$ cat src/rtl/regex_mem_arbiter_pkg.sv
// Shared helpers for the instruction-memory arbiter and its picker.
package regex_arb_package;

   // Width needed to hold a port index; never below 1 bit.
   function automatic int unsigned port_id_bits(input int unsigned n_ports);
      return (n_ports > 1) ? $clog2(n_ports) : 1;
   endfunction

   // Increment that sticks at the all-ones value of a 'width'-bit counter.
   function automatic logic [31:0] sat_inc(input logic [31:0] value,
                                           input int unsigned width);
      logic [31:0] max_val;
      max_val = (width >= 32) ? '1 : ((32'd1 << width) - 32'd1);
      return (value >= max_val) ? max_val : value + 32'd1;
   endfunction

endpackage

$ cat src/rtl/regex_mem_arbiter_if.sv
// Fetch-side and memory-side bus between the regex cores, the arbiter and the BRAM.
interface regex_mem_arbiter_if #(
   parameter int unsigned N_PORTS           = 4,
   parameter int unsigned MEMORY_ADDR_WIDTH = 11,
   parameter int unsigned MEMORY_WIDTH      = 16
) ();
   logic [N_PORTS-1:0]                   req_valid;
   logic [N_PORTS*MEMORY_ADDR_WIDTH-1:0] req_addr;
   logic [N_PORTS-1:0]                   req_ready;
   logic [N_PORTS*MEMORY_WIDTH-1:0]      req_data;
   logic [N_PORTS-1:0]                   resp_valid;
   logic                                 mem_valid;
   logic [MEMORY_ADDR_WIDTH-1:0]         mem_addr;
   logic                                 mem_ready;
   logic [MEMORY_WIDTH-1:0]              mem_data;

   // Arbiter view.
   modport slave (
      input  req_valid, req_addr, mem_ready, mem_data,
      output req_ready, req_data, resp_valid, mem_valid, mem_addr
   );

   // Environment view (cores + memory).
   modport master (
      output req_valid, req_addr, mem_ready, mem_data,
      input  req_ready, req_data, resp_valid, mem_valid, mem_addr
   );
endinterface

$ cat src/rtl/regex_mem_arbiter_rr_picker.sv
// Combinational rotate-priority picker: first set request at or after ptr, wrapping.
module regex_rr_picker
   import regex_arb_package::*;
#(
   parameter int unsigned N_PORTS = 4,
   parameter int unsigned ID_BITS = port_id_bits(N_PORTS)
) (
   input  logic [N_PORTS-1:0] req,
   input  logic [ID_BITS-1:0] ptr,
   output logic [N_PORTS-1:0] gnt,
   output logic [ID_BITS-1:0] gnt_id,
   output logic               any
);
   int unsigned        idx;
   logic [ID_BITS-1:0] sel;

   // Scan ptr, ptr+1, ... mod N_PORTS and take the first requester.
   always_comb begin
      gnt    = '0;
      gnt_id = '0;
      any    = 1'b0;
      idx    = 0;
      sel    = '0;
      for (int unsigned i = 0; i < N_PORTS; i++) begin
         idx = 32'(ptr) + i;
         if (idx >= N_PORTS) idx = idx - N_PORTS;
         sel = ID_BITS'(idx);
         if (!any && req[sel]) begin
            any      = 1'b1;
            gnt[sel] = 1'b1;
            gnt_id   = sel;
         end
      end
   end
endmodule

$ cat src/rtl/regex_mem_arbiter.sv
// Round-robin arbiter sharing one 1-cycle-latency instruction BRAM among N fetch ports.
module regex_mem_arbiter
   import regex_arb_package::*;
#(
   parameter int unsigned N_PORTS           = 4,
   parameter int unsigned MEMORY_ADDR_WIDTH = 11,
   parameter int unsigned MEMORY_WIDTH      = 16,
   parameter int unsigned STALL_CNT_WIDTH   = 16
) (
   input  logic                       clk,
   input  logic                       rst_n,
   regex_mem_arbiter_if.slave         bus,
   input  logic                       stall_clear,
   output logic [STALL_CNT_WIDTH-1:0] stall_count
);
   localparam int unsigned ID_BITS = port_id_bits(N_PORTS);

   logic [ID_BITS-1:0]         rr_ptr;
   logic [N_PORTS-1:0]         gnt_oh;
   logic [ID_BITS-1:0]         gnt_id;
   logic                       gnt_any;
   logic                       gnt_v_q;
   logic [ID_BITS-1:0]         gnt_id_q;
   logic [MEMORY_WIDTH-1:0]    hold [N_PORTS];
   logic [STALL_CNT_WIDTH-1:0] stall_q;
   logic                       contention;

   // Masking requests with mem_ready makes "no grant while memory busy" fall out of the picker.
   regex_rr_picker #(
      .N_PORTS (N_PORTS),
      .ID_BITS (ID_BITS)
   ) u_picker (
      .req    (bus.req_valid & {N_PORTS{bus.mem_ready}}),
      .ptr    (rr_ptr),
      .gnt    (gnt_oh),
      .gnt_id (gnt_id),
      .any    (gnt_any)
   );

   assign bus.req_ready = gnt_oh;
   assign bus.mem_valid = gnt_any;
   assign contention    = |(bus.req_valid & ~gnt_oh);
   assign stall_count   = stall_q;

   // Memory address mux and the return path for the previous cycle's grant.
   always_comb begin
      bus.mem_addr   = '0;
      bus.resp_valid = '0;
      bus.req_data   = '0;
      for (int unsigned p = 0; p < N_PORTS; p++) begin
         if (gnt_oh[p]) bus.mem_addr = bus.req_addr[p*MEMORY_ADDR_WIDTH +: MEMORY_ADDR_WIDTH];
         if (gnt_v_q && gnt_id_q == ID_BITS'(p)) begin
            bus.resp_valid[p]                        = 1'b1;
            bus.req_data[p*MEMORY_WIDTH +: MEMORY_WIDTH] = bus.mem_data;
         end else begin
            bus.req_data[p*MEMORY_WIDTH +: MEMORY_WIDTH] = hold[p];
         end
      end
   end

   // Pointer, grant pipeline and per-port hold registers.
   always_ff @(posedge clk or negedge rst_n) begin
      if (!rst_n) begin
         rr_ptr   <= '0;
         gnt_v_q  <= 1'b0;
         gnt_id_q <= '0;
         for (int unsigned p = 0; p < N_PORTS; p++) hold[p] <= '0;
      end else begin
         if (gnt_any) rr_ptr <= (gnt_id == ID_BITS'(N_PORTS - 1)) ? '0 : gnt_id + 1'b1;
         gnt_v_q  <= gnt_any;
         gnt_id_q <= gnt_id;
         for (int unsigned p = 0; p < N_PORTS; p++) begin
            if (gnt_v_q && gnt_id_q == ID_BITS'(p)) hold[p] <= bus.mem_data;
         end
      end
   end

   // Saturating contention counter; clear wins over increment.
   always_ff @(posedge clk or negedge rst_n) begin
      if (!rst_n) begin
         stall_q <= '0;
      end else if (stall_clear) begin
         stall_q <= '0;
      end else if (contention) begin
         stall_q <= STALL_CNT_WIDTH'(sat_inc(32'(stall_q), STALL_CNT_WIDTH));
      end
   end
endmodule

$ cat src/flat_wrapper.sv
// flat-port wrapper written by rule: the top's interface ports become plain ports
module regex_mem_arbiter_flat import regex_arb_package::*;
#(
   parameter int unsigned N_PORTS           = 4,
   parameter int unsigned MEMORY_ADDR_WIDTH = 11,
   parameter int unsigned MEMORY_WIDTH      = 16,
   parameter int unsigned STALL_CNT_WIDTH   = 16
)
  (clk, rst_n, stall_clear, stall_count, bus_req_valid, bus_req_addr, bus_mem_ready, bus_mem_data, bus_req_ready, bus_req_data, bus_resp_valid, bus_mem_valid, bus_mem_addr);
  regex_mem_arbiter_if #(.N_PORTS(N_PORTS), .MEMORY_ADDR_WIDTH(MEMORY_ADDR_WIDTH), .MEMORY_WIDTH(MEMORY_WIDTH)) bus_i ();
  input  logic clk;
  input  logic rst_n;
  input  logic stall_clear;
  output logic [STALL_CNT_WIDTH-1:0] stall_count;
  input wire logic [$bits(bus_i.req_valid)-1:0] bus_req_valid;
  input wire logic [$bits(bus_i.req_addr)-1:0] bus_req_addr;
  input wire logic [$bits(bus_i.mem_ready)-1:0] bus_mem_ready;
  input wire logic [$bits(bus_i.mem_data)-1:0] bus_mem_data;
  output wire logic [$bits(bus_i.req_ready)-1:0] bus_req_ready;
  output wire logic [$bits(bus_i.req_data)-1:0] bus_req_data;
  output wire logic [$bits(bus_i.resp_valid)-1:0] bus_resp_valid;
  output wire logic [$bits(bus_i.mem_valid)-1:0] bus_mem_valid;
  output wire logic [$bits(bus_i.mem_addr)-1:0] bus_mem_addr;
  assign bus_i.req_valid = bus_req_valid;
  assign bus_i.req_addr = bus_req_addr;
  assign bus_i.mem_ready = bus_mem_ready;
  assign bus_i.mem_data = bus_mem_data;
  assign bus_req_ready = bus_i.req_ready;
  assign bus_req_data = bus_i.req_data;
  assign bus_resp_valid = bus_i.resp_valid;
  assign bus_mem_valid = bus_i.mem_valid;
  assign bus_mem_addr = bus_i.mem_addr;
  regex_mem_arbiter #(.N_PORTS(N_PORTS), .MEMORY_ADDR_WIDTH(MEMORY_ADDR_WIDTH), .MEMORY_WIDTH(MEMORY_WIDTH), .STALL_CNT_WIDTH(STALL_CNT_WIDTH)) u_core (.clk(clk), .rst_n(rst_n), .bus(bus_i), .stall_clear(stall_clear), .stall_count(stall_count));
endmodule
$ cat config.mk
export PLATFORM = sky130hd
export DESIGN_NAME = regex_mem_arbiter_flat
export DESIGN_NICKNAME = d
export VERILOG_FILES = /design/src/rtl/regex_mem_arbiter_pkg.sv /design/src/rtl/regex_mem_arbiter_if.sv /design/src/rtl/regex_mem_arbiter_rr_picker.sv /design/src/rtl/regex_mem_arbiter.sv /design/src/flat_wrapper.sv
export SDC_FILE = /design/constraint.sdc
export NUM_CORES = 1
export LEC_CHECK = 0
export ABC_CLOCK_PERIOD_IN_PS = 3500
export BUFFER_PORTS_ARGS = -buffer_cell sky130_fd_sc_hd__buf_2
export CORE_ASPECT_RATIO = 1.25
export CORE_UTILIZATION = 45
export DETAILED_ROUTE_END_ITERATION = 12
export PLACE_DENSITY = 0.77
export SYNTH_ARGS = -nofsm -noshare
export SYNTH_HDL_FRONTEND = slang
export SYNTH_SLANG_ARGS = --single-unit
$ cat constraint.sdc
create_clock -name clk -period 3.5 [get_ports clk]
set_clock_uncertainty 0.15 [all_clocks]
set_input_delay 0.525 -clock clk [delete_from_list [all_inputs] [get_ports clk]]
set_output_delay 0.525 -clock clk [all_outputs]
set_load 0.01 [all_outputs]
==> results.toml <==
[power_and_ir_drop]
powerDensity_nw_per_um2 = 867
peakVddDrop_mv = 0.492
p_leak_nw = 3.16
totalPowerFinal_mw = 5.24

[finish]
num-nets-final = 704
fin_util = 0.629
nFillCells = 787
layout-drive-gt1-share = 0.455
finalInstanceArea_um2 = 6040
syn2layout_area_growth_pct = 36.3
diodes = 0

[placement]
place_hpwl_mm = 9.02
place_area_um2 = 5580
port_buffers = 167
place_congestion = 0.832
pre_cts_ws_ns = -0.262

[clock_network]
clock_latency_ns = 0.33
clockBufferDepth = 2
cts_buffers = 9
clk_pin_slew_ns = 0.06
h-tree-depth = 3
cts-root-buf = "clkbuf_16"
ctsHoldBuffers = 0
cts_tree = "built"
clkSinkCount = 85

[grt]
first_global_vias = 4075
antenna_found_initial = 0
gr-usage-met3 = 0.0491
grt_pass1_wl_mm = 19.7
grt_use_met1 = 0.257
grt_max_degree = 86
gr-usage-all-layers = 0.243
grt_use_met2 = 0.452
grt_busiest_layer = "met2"
overflow = 0

[logic_synthesis]
ys_ff_latch = 85
synth_area_leaders = "dfrtp_1 (48%), nand2_1 (9.1%), mux2_2 (8.9%), a22o_1 (4.3%), ha_1 (2.8%)"
synth.largest_area_cell = "dfrtp_1"
synth_fp_nets = 509
synthFlopType = "dfrtp_1"
ys_warn_count = 0
yosys-top-cells-count = "nand2_1 (107), dfrtp_1 (85), mux2_2 (35)"
synth_edf_count = 0
postSynth.asyncResetShare = 1.00
synth_top_cell_area_share = 0.480
netlist_area_um2 = 4430
synth_most_common_cell = "nand2_1"
syn-instance-count = 431
yosys.cell_types.count = 65
syn_avg_cell_area_um2 = 10.3
ys_seq_area_frac = 0.480

[sta]
setup_viol_count_final = 11
hold_violations = 0
fin_crit_sh = 1.04
post-route-min-period_ns = 3.63
worst_slew_pin_slew_ns = 1.03
report.final.slew_viol_count = 0
layout_setup_ws_ns = -0.134
slew_headroom = 0.312
rsz0062_at_grt = "yes"
fmax_ghz = 0.275

[routing]
vias = 4158
ant_nets = 0
routed_wl_mm = 12.4
first_iter_violations = 176
wl_per_cell_um = 16.4
route.detailed.drc = 0
viasPerCell = 5.49
drt_first_pass_iters = 4

[setup_path]
crit_fanout = 7
crit_path_end_kind = "output port"
worstPathRequired_ns = 2.82
critPathKind = "reg2out"
crit_path_start_kind = "flop"
critPathArrivalTime_ns = 2.96

[outcome]
status = "complete, but fails checks"
violations = "negative setup slack"

[floorplan]
rows = 40
die_y_um = 113
io_pins = 168
initial_core_util = 0.461
dieArea_um2 = 10300
die_w_um = 90.8
core_um2 = 9610

[flow_run]
drv_cap = 0

[hold_path]
hold_class = "in2async"
## flip-flops by register name (all words and copies together), names as in the netlist
name,flops
u_core.gnt_id_q,2
u_core.gnt_v_q,1
u_core.hold,64
u_core.rr_ptr,2
u_core.stall_count,16
## worst paths after layout
check                            startpoint               endpoint  slack, ns  cells after the start
setup reg to reg           u_core.rr_ptr[1]  u_core.stall_count[6]       0.20                     12
max in group asynchronous             rst_n  u_core.stall_count[7]       2.31                      1
hold / removal                        rst_n        u_core.hold[11]       0.22                      1
setup / recovery           u_core.rr_ptr[1]        bus_mem_addr[8]      -0.13                     11
min in group clk            bus_mem_data[2]        u_core.hold[18]       0.30                      3
hold reg to reg             u_core.hold[18]        u_core.hold[18]       0.32                      2
## per-layer routing
metal / vias to the layer above / share of wire / routed length (µm)
met5: - / 0 / 0
met4: 0 / 0.031 / 390
met3: 35 / 0.057 / 704
met2: 182 / 0.53 / 6620
met1: 1991 / 0.38 / 4700
li1: 1950 / - / -
## repair_timing
item	CTS	global route
cloned	3	0
pin swaps	17	14
buffers inserted	5	2
endpoints found under the setup margin	11	23
resized for setup	17	8
## cells in the final DEF, fill, tap and decap left out, types with 5 or more instances in the layout
cell type    n
buf_4       34
mux2_2      35
nand3_1     12
inv_1        9
a21oi_1      6
a311oi_1     7
o21ai_0      9
ha_1         9
nand3b_1     5
buf_2      166
a22o_1      22
nor2_1       5
dfrtp_1     85
mux2i_1      6
clkbuf_16    9
nand2_1    107
and3_1       5
a21o_1      11
## stage by stage
stage / TNS (ns) / instances / hold WS (ns)
2_1_floorplan: 0 / 431 / 0.0794
3_3_place_gp: -1.29 / 732 / 0.300
3_5_place_dp: -2.36 / 732 / 0.304
4_1_cts: -1.47 / 755 / 0.267
5_1_grt: -2.15 / 757 / 0.315
6_report: -1.21 / 757 / 0.224
## worst max-delay path, cell delays in order (launching register included)
cell and delay (ns):
dfrtp_1 0.41, inv_2 0.09, ha_4 0.21, buf_6 0.13, mux2i_2 0.15, o2111a_1 0.16
or2_4 0.25, a2111o_2 0.54, buf_8 0.18, a22o_1 0.20, a21o_1 0.18, buf_2 0.13
## layout make-up
| class | instances | area (µm²) | area share |
|---|---|---|---|
| clock buffer | 13 | 250 | 0.0414 |
| clock inverter | 3 | 21.3 | 0.00352 |
| inverter | 13 | 48.8 | 0.00807 |
| multi-input combinational | 312 | 2270 | 0.375 |
| sequential | 85 | 2130 | 0.352 |
| tap | 126 | 158 | 0.0261 |
| timing repair buffer | 205 | 1170 | 0.194 |
## where the power goes
group,internal [mW],total [mW],switching [mW]
Sequential,1.38,1.51,0.129
Combinational,1.33,2.87,1.54
Clock,0.500,0.857,0.356
Total,3.21,5.24,2.03
## cells by family after synthesis
kind of cell / Yosys count / share of synthesized area
AOI/OAI and AO/OA: 92 / 0.171
adders and majority gates: 10 / 0.0282
buffers and inverters: 36 / 0.0367
DFF: 85 / 0.480
muxes: 43 / 0.107
and+or+nand+nor: 165 / 0.177
Power figures use the tool's default switching activity.
